==> src/rtl/wb_reg_bank_pkg.sv <==
// Shared types and constants for the Wishbone register bank.
// Holds the read-only ID table and the transaction FSM encoding.
package wb_reg_bank_pkg;

    localparam int ADR_W  = 32;
    localparam int DAT_W  = 32;
    localparam int SEL_W  = 4;
    localparam int RO_MAX = 8;

    // ID words presented at the bottom of the bank; unused slots read as zero.
    localparam logic [DAT_W-1:0] RO_VALUES [RO_MAX] = '{
        32'h0001_0000,
        32'h0002_0000,
        32'h0003_0000,
        32'h0000_0000,
        32'h0000_0000,
        32'h0000_0000,
        32'h0000_0000,
        32'h0000_0000
    };

    typedef enum logic [1:0] {
        IDLE,
        WAIT,
        RESP
    } state_t;

endpackage

==> src/rtl/wb_reg_decode.sv <==
// Address decode for the register bank: word index, RO/RW region, and error flag.
// Purely combinational; fed from the latched request.
module wb_reg_decode
    import wb_reg_bank_pkg::*;
#(
    parameter logic [ADR_W-1:0] BASE_ADDR = 32'h0200_0100,
    parameter int               N_RO      = 3,
    parameter int               N_RW      = 4
) (
    input  logic [ADR_W-1:0] adr,
    input  logic             we,
    output logic [ADR_W-3:0] idx,
    output logic             is_ro,
    output logic             err
);

    localparam logic [ADR_W-3:0] RO_LIM    = (ADR_W-2)'(N_RO);
    localparam logic [ADR_W-3:0] WORDS_LIM = (ADR_W-2)'(N_RO + N_RW);

    logic [ADR_W-1:0] off;

    // Addresses below the base wrap to huge offsets and fall out of range.
    always_comb begin
        off   = adr - BASE_ADDR;
        idx   = off[ADR_W-1:2];
        is_ro = (idx < RO_LIM);
        err   = (off[1:0] != 2'b00) || (idx >= WORDS_LIM) || (we && is_ro);
    end

endmodule

==> src/rtl/wb_reg_bank.sv <==
// Wishbone-style slave register bank: constant ID words followed by
// byte-writable scratch words, with a programmable acknowledge latency.
module wb_reg_bank
    import wb_reg_bank_pkg::*;
#(
    parameter logic [ADR_W-1:0] BASE_ADDR  = 32'h0200_0100,
    parameter int               N_RO       = 3,
    parameter int               N_RW       = 4,
    parameter int               ACK_LAT    = 1,
    parameter logic [DAT_W-1:0] RW_RST_VAL = 32'h0000_0000
) (
    input  logic             iCLK,
    input  logic             iRST,
    input  logic [ADR_W-1:0] iADR,
    input  logic [DAT_W-1:0] iDAT,
    input  logic [SEL_W-1:0] iSEL,
    input  logic             iWE,
    input  logic             iSTB,
    output logic [DAT_W-1:0] oDAT,
    output logic             oACK,
    output logic             oERR
);

    localparam int         RW_DEPTH = (N_RW > 0) ? N_RW : 1;
    localparam int         RW_AW    = (RW_DEPTH > 1) ? $clog2(RW_DEPTH) : 1;
    localparam logic [3:0] CNT_LOAD = 4'(ACK_LAT - 1);

    state_t           state_reg;
    logic [3:0]       cnt_reg;
    logic             stb_d_reg;
    logic [ADR_W-1:0] adr_reg;
    logic [DAT_W-1:0] dat_in_reg;
    logic [SEL_W-1:0] sel_reg;
    logic             we_reg;
    logic             ack_reg;
    logic             err_reg;
    logic [DAT_W-1:0] dat_out_reg;

    logic [ADR_W-3:0] idx;
    logic             is_ro;
    logic             dec_err;
    logic [ADR_W-3:0] rw_off;
    logic [RW_AW-1:0] rw_sel;
    logic [DAT_W-1:0] rw_rd_word;
    logic [DAT_W-1:0] rd_word;
    logic             resp_now;
    logic             wr_en;
    logic             unused_bits;

    wb_reg_decode #(
        .BASE_ADDR (BASE_ADDR),
        .N_RO      (N_RO),
        .N_RW      (N_RW)
    ) u_decode (
        .adr   (adr_reg),
        .we    (we_reg),
        .idx   (idx),
        .is_ro (is_ro),
        .err   (dec_err)
    );

    assign rw_off      = idx - (ADR_W-2)'(N_RO);
    assign rw_sel      = rw_off[RW_AW-1:0];
    assign resp_now    = (state_reg == WAIT) && (cnt_reg == 4'd0);
    assign wr_en       = resp_now && !dec_err && we_reg;
    assign rd_word     = is_ro ? RO_VALUES[idx[2:0]] : rw_rd_word;
    assign unused_bits = ^{idx[ADR_W-3:3], rw_off};

    // One byte-wide array per lane so each byte enable maps to its own storage.
    genvar gi;
    generate
        for (gi = 0; gi < SEL_W; gi++) begin : g_lane
            logic [7:0] mem_reg [RW_DEPTH];

            always_ff @(posedge iCLK) begin
                if (iRST) begin
                    for (int w = 0; w < RW_DEPTH; w++) begin
                        mem_reg[w] <= RW_RST_VAL[8*gi +: 8];
                    end
                end else if (wr_en && sel_reg[gi]) begin
                    mem_reg[rw_sel] <= dat_in_reg[8*gi +: 8];
                end
            end

            assign rw_rd_word[8*gi +: 8] = mem_reg[rw_sel];
        end
    endgenerate

    always_ff @(posedge iCLK) begin
        if (iRST) begin
            state_reg   <= IDLE;
            cnt_reg     <= 4'd0;
            stb_d_reg   <= 1'b0;
            adr_reg     <= '0;
            dat_in_reg  <= '0;
            sel_reg     <= '0;
            we_reg      <= 1'b0;
            ack_reg     <= 1'b0;
            err_reg     <= 1'b0;
            dat_out_reg <= '0;
        end else begin
            stb_d_reg <= iSTB;
            ack_reg   <= 1'b0;
            err_reg   <= 1'b0;
            case (state_reg)
                IDLE: begin
                    if (iSTB && !stb_d_reg) begin
                        adr_reg    <= iADR;
                        dat_in_reg <= iDAT;
                        sel_reg    <= iSEL;
                        we_reg     <= iWE;
                        cnt_reg    <= CNT_LOAD;
                        state_reg  <= WAIT;
                    end
                end
                WAIT: begin
                    if (cnt_reg == 4'd0) begin
                        state_reg <= RESP;
                        if (dec_err) begin
                            err_reg     <= 1'b1;
                            dat_out_reg <= '0;
                        end else begin
                            ack_reg <= 1'b1;
                            if (!we_reg) begin
                                dat_out_reg <= rd_word;
                            end
                        end
                    end else begin
                        cnt_reg <= cnt_reg - 4'd1;
                    end
                end
                RESP: begin
                    state_reg <= IDLE;
                end
                default: begin
                    state_reg <= IDLE;
                end
            endcase
        end
    end

    assign oDAT = dat_out_reg;
    assign oACK = ack_reg;
    assign oERR = err_reg;

endmodule

==> config.mk <==
export PLATFORM = sky130hd
export DESIGN_NAME = wb_reg_bank
export DESIGN_NICKNAME = d
export VERILOG_FILES = /design/src/rtl/wb_reg_bank_pkg.sv /design/src/rtl/wb_reg_decode.sv /design/src/rtl/wb_reg_bank.sv
export SDC_FILE = /design/constraint.sdc
export NUM_CORES = 1
export LEC_CHECK = 0
export CAP_MARGIN = 0
export CELL_PAD_IN_SITES_DETAIL_PLACEMENT = 1
export CELL_PAD_IN_SITES_GLOBAL_PLACEMENT = 1
export CORE_ASPECT_RATIO = 1.5
export CORE_MARGIN = 2
export CORE_UTILIZATION = 41
export CTS_CLUSTER_DIAMETER = 50
export DETAILED_ROUTE_END_ITERATION = 8
export PLACE_DENSITY_LB_ADDON = 0.1
export SYNTH_ARGS = -nofsm -noshare
export SYNTH_HDL_FRONTEND = slang
export SYNTH_SLANG_ARGS = --single-unit
==> constraint.sdc <==
create_clock -name iCLK -period 3.1 [get_ports iCLK]
set_clock_uncertainty 0.2 [all_clocks]
set_input_delay 0.62 -clock iCLK [delete_from_list [all_inputs] [get_ports iCLK]]
set_output_delay 0.62 -clock iCLK [all_outputs]
set_load 0.005 [all_outputs]
==> results of run 1 <==
-- what timing repair did --
item / CTS / global route
gates resized for setup: 0 / 3
hold endpoints to repair: 0 / 0
setup endpoints to repair: 0 / 61
-- where the power goes --
group / switching [mW] / leakage, nW / total [mW] / internal, mW
Clock: 1.24 / 0.390 / 2.91 / 1.67
Combinational: 0.376 / 1.60 / 0.695 / 0.318
Sequential: 0.0723 / 2.22 / 3.50 / 3.43
-- metrics by stage --
step	power (mW)	utilization, %
after floorplan	3.94	-
after global placement	4.25	49.1
after detailed placement	4.27	49.1
after CTS	7.17	52.4
after global routing	7.34	52.5
final	7.10	52.5
-- Yosys cell counts, types with 2 or more instances --
cell type,number,area share (%)
ha_1,5,0.63
nand4_1,36,2.3
buf_2,3,0.15
a31oi_1,2,0.13
nor3_1,6,0.30
nor4b_1,4,0.35
nand3_1,6,0.30
mux2i_1,31,3.1
a21oi_1,72,3.6
edfxtp_1,128,39
o21bai_1,8,0.60
a41o_1,8,0.80
dfxtp_1,110,22
nand2_1,174,6.5
mux4_2,32,7.2
nor2_1,137,5.2
nor2b_1,5,0.31
xor2_1,2,0.18
mux2_2,2,0.23
and2_1,7,0.44
nand2b_1,32,2.0
nor4_1,5,0.31
clkbuf_1,64,2.4
inv_1,8,0.30
-- routing by layer --
layer / wire length, um / GRT usage [%]
met5: 0 / 0
met4: 590 / 6.00
met2: 14400 / 40.3
met3: 930 / 3.01
met1: 10900 / 25.1
-- final timing paths --
kind | end | from | depth (start not counted) | slack [ns]
hold reg to reg | adr_reg[0] | adr_reg[0] | 2 | 0.25
setup reg to reg | g_lane[0].mem_reg[0][3] | cnt_reg[0] | 9 | 0.23
hold / removal | state_reg[1] | iRST | 2 | 0.11
setup / recovery | g_lane[0].mem_reg[0][3] | cnt_reg[0] | 9 | 0.23
-- kinds of logic after synthesis --
| family | Yosys count | share of synthesized area (%) |
|---|---|---|
| simple gates | 423 | 19.0 |
| compound gates | 99 | 6.11 |
| mux | 65 | 10.6 |
| buf+inv | 76 | 2.90 |
| flops | 238 | 60.6 |
| fa+ha+maj | 5 | 0.627 |
| xor+xnor | 2 | 0.176 |
-- worst max-delay path, stage by stage (launching register included) --
cell and delay [ns]:
dfxtp_1 0.32, inv_1 0.10, ha_1 0.16, or3b_2 0.49, nor3_2 0.22, and2_0 0.28
nand4_1 0.21, buf_4 0.27, o21bai_1 0.15, buf_4 0.19
-- final cells by class --
class / instances / area (sq um) / area share [%]
Sequential cell: 238 / 6050 / 48.3
Multi-Input combinational cell: 594 / 3700 / 29.6
Timing Repair Buffer: 157 / 1540 / 12.3
Clock buffer: 35 / 737 / 5.89
Tap cell: 319 / 399 / 3.19
Clock inverter: 8 / 56.3 / 0.450
Inverter: 8 / 30.0 / 0.240
==> results_dict.tcl, run 1 <==
set metrics [dict create \
    status "finished clean" \
    post_cts_buffers 0 \
    hold_viol_final 0 \
    drc_errors 0 \
    drt-total-wl_um 26800 \
    start_kind "flip-flop" \
    synth_warnings 0 \
    power.leakage_nw 4.20 \
    ys_ff_latch 238 \
    cts_tree "done" \
    fin_area_sq_mm 0.0125 \
    cts_hold_buf 0 \
    clk_latency_ns 0.52 \
    place_area_sq_mm 0.0117 \
    grt_pass1_wl_um 43000 \
    synth_fp_nets 985 \
    fmax_mhz 348 \
    synth.distinct_cells 45 \
    antenna_left 0 \
    synth_edf_count 128 \
    powerDensity_mw_per_mm2 568 \
    synth_seq_area_share_pct 60.6 \
    final_max_slew_viol_count 0 \
    cts_buffers 24 \
    gp_congestion 0.794 \
    dp_hpwl_um 18300 \
    setup_viol 0 \
    grt_start_max_net_pins 89 \
    final_common_cell "nand2_1" \
    path_clk_slew_ns 0.06 \
    largest_reg_flops 128 \
    fp-row-count 69 \
    worstPathMaxFanout 15 \
    post-place-cells 1316 \
    worstPathRequired_ns 3.13 \
    period_needed_ns 2.87 \
    final.period_utilization_pct 92.7 \
    slew_headroom_pct 42.2 \
    htreeDepth 1 \
    viasPerCell 5.25 \
    ios 106 \
    dp_slack_ns 0.133 \
    wl_per_cell_um 19.7 \
    drtPass1Iterations 4 \
    clockRootBuffer "clkbuf_16" \
    worst_pin_slew_ns 0.867 \
    die_w_um 131 \
    synth_ff_type "edfxtp_1" \
    via_count 7140 \
    hold_ws_ns 0.115 \
    diodes 0 \
    drt_iter0_drc 337 \
    final_cell_mix "174 x nand2_1, 137 x nor2_1, 128 x edfxtp_1" \
    nets 1100 \
    ys_async_sr_fraction_pct 0 \
    drive_gt1_share_pct 13.6 \
    die_y_um 195 \
    critPathKind "reg2reg" \
    antenna_found_initial 1 \
    nFillCells 2542 \
    endpoint_kind "flip-flop" \
    grt_pass1_vias 7744 \
    syn2layout_area_growth_pct 25.4 \
    worst_slack_ns 0.227 \
    numClockSinks 238 \
    final.setup.tns_ns 0 \
    dieArea_sq_mm 0.0256 \
    synthCells 908 \
    final_cells 1359 \
    vdd_drop_max_mv 0.438 \
    cp.arrival_ns 2.90 \
    maxCapViolations 0 \
    syn_area_sq_mm 0.00997 \
    rsz0062_at_grt "no" \
    start_util_pct 41.9 \
    port-buffer-count 105 \
    hold_path_class "in2reg" \
    core_area_sq_mm 0.0238 \
    overflow 0 \
    synth.avg_cell_area_sq_um 11.0 \
    track_usage_pct 21.3 \
    max-clock-path-buffers 3 \
]
Note: power is estimated with default switching activity, not from simulation.
==> inputs of run 2 (changes only) <==
clock period = 2.4 ns   (was 3.1 ns; I/O delays follow)
==> results_dict.tcl, run 2 (synthesized netlist as in run 1, its figures left out) <==
set metrics [dict create \
    dieArea_sq_mm 0.0256 \
    die_w_um 131 \
    drive_gt1_share_pct 24.7 \
    status "finished with violations" \
    final_max_slew_viol_count 0 \
    path_clk_slew_ns 0.07 \
    critPathKind "reg2reg" \
    port-buffer-count 105 \
    finish.utilization_pct 57.8 \
    cts_buffers 24 \
    ios 106 \
    diodes 0 \
    r2r_cells 11 \
    powerDensity_mw_per_mm2 661 \
    post-place-cells 1347 \
    clockRootBuffer "clkbuf_16" \
    cts_tree "done" \
    dp_slack_ns -0.357 \
    power.leakage_nw 4.66 \
    timing.rr.start "adr_reg[13]" \
    reg2reg_slack_ns -0.33 \
    max-clock-path-buffers 3 \
    worstPathMaxFanout 8 \
    syn2layout_area_growth_pct 38.0 \
    violations "setup timing" \
    drt-total-wl_um 29800 \
    nFillCells 2524 \
    numClockSinks 238 \
    slew_headroom_pct 36.1 \
    crit_chain "nor4_4, buf_4, nand3_4, a2111oi_4, buf_4, buf_6, buf_6, nand4_1, buf_6, buf_16, nor2_4" \
    fmax_mhz 366 \
    maxCapViolations 0 \
    cp.arrival_ns 2.90 \
    cp-endpoint "g_lane[0].mem_reg[1][2]" \
    clk_latency_ns 0.52 \
    rsz0062_at_grt "yes" \
    start_kind "flip-flop" \
    drt_iter0_drc 380 \
    nets 1159 \
    vdd_drop_max_mv 0.448 \
    final_cells 1419 \
    period_needed_ns 2.73 \
    viasPerCell 5.39 \
    startpoint "adr_reg[13]" \
    final_common_cell "nand2_1" \
    drc_errors 0 \
    antenna_left 0 \
    endpoint_kind "flip-flop" \
    gp_congestion 0.802 \
    crit_top_cell "buf_6" \
    critPathSlowestCell "a2111oi_4" \
    p_total_mw 9.10 \
    reg2reg_to "g_lane[0].mem_reg[1][2]" \
    hold_viol_final 0 \
    worstPathRequired_ns 2.56 \
    antenna_found_initial 0 \
    cpPeakStageDelay_ns 0.44 \
    grt_pass1_vias 8078 \
    grt_start_max_net_pins 72 \
    setup_viol 288 \
    wl_per_cell_um 21.0 \
    track_usage_pct 22.4 \
    fp-row-count 69 \
    final_cell_mix "174 x nand2_1, 128 x edfxtp_1, 107 x dfxtp_1" \
    overflow 0 \
    largest_reg_flops 128 \
    final.period_utilization_pct 114 \
    grt_pass1_wl_um 45100 \
    drtPass1Iterations 5 \
    worst_slack_ns -0.333 \
    hold_path_class "in2reg" \
    core_area_sq_mm 0.0238 \
    final.setup.tns_ns -53.26 \
    dp_hpwl_um 19000 \
    worst_pin_slew_ns 0.957 \
    via_count 7645 \
    htreeDepth 1 \
    start_util_pct 41.9 \
    die_y_um 195 \
]
run 2: final cells by class:
cell class	count	area, sq um	area share (%)
Sequential cell	238	6050	43.9
Multi-Input combinational cell	595	4200	30.5
Timing Repair Buffer	215	2360	17.2
Clock buffer	30	654	4.75
Tap cell	319	399	2.90
Clock inverter	14	68.8	0.500
Inverter	8	30.0	0.218
run 2: where the power goes:
group | internal, mW | switching (mW) | leakage, nW
logic | 0.536 | 0.562 | 2.08
registers | 4.43 | 0.0882 | 2.22
clock network | 1.93 | 1.55 | 0.359
run 2: critical path, delay by kind of cell (launching register included):
family,cells,cell delay [ns]
buf+inv,6,0.94
simple gates,4,0.67
compound gates,1,0.44
flops,1,0.33
run 2: per-layer routing:
metal / track usage [%] / share of wire (%)
met5: 0 / 0
met4: 8.01 / 3.0
met3: 2.96 / 4.1
met2: 42.7 / 55
met1: 25.6 / 38
run 2: through the flow:
step	cell area, sq um	hold slack, ns
2_1_floorplan	10100	0.231
3_3_place_gp	12100	0.243
3_5_place_dp	12100	0.247
4_1_cts	13400	0.0631
5_1_grt	13800	0.0783
6_report	13800	0.0846
run 2: how the worst min path moves through the flow:
stage / depth (start not counted) / slack (ns) / end / startpoint
2_1_floorplan: 2 / 0.23 / adr_reg[1] / adr_reg[1]
6_report: 3 / 0.08 / state_reg[1] / iRST
5_1_grt: 3 / 0.08 / state_reg[1] / iRST
3_5_place_dp: 2 / 0.25 / adr_reg[1] / adr_reg[1]
4_1_cts: 3 / 0.06 / state_reg[1] / iRST
3_3_place_gp: 2 / 0.24 / adr_reg[31] / adr_reg[31]
run 2: timing repair:
item,4_1_cts,5_1_grt
pin swaps,18,12
setup buffers,20,6
endpoints found under the setup margin,288,289
cloned,7,2
hold buffers,0,0
resized for setup,78,103
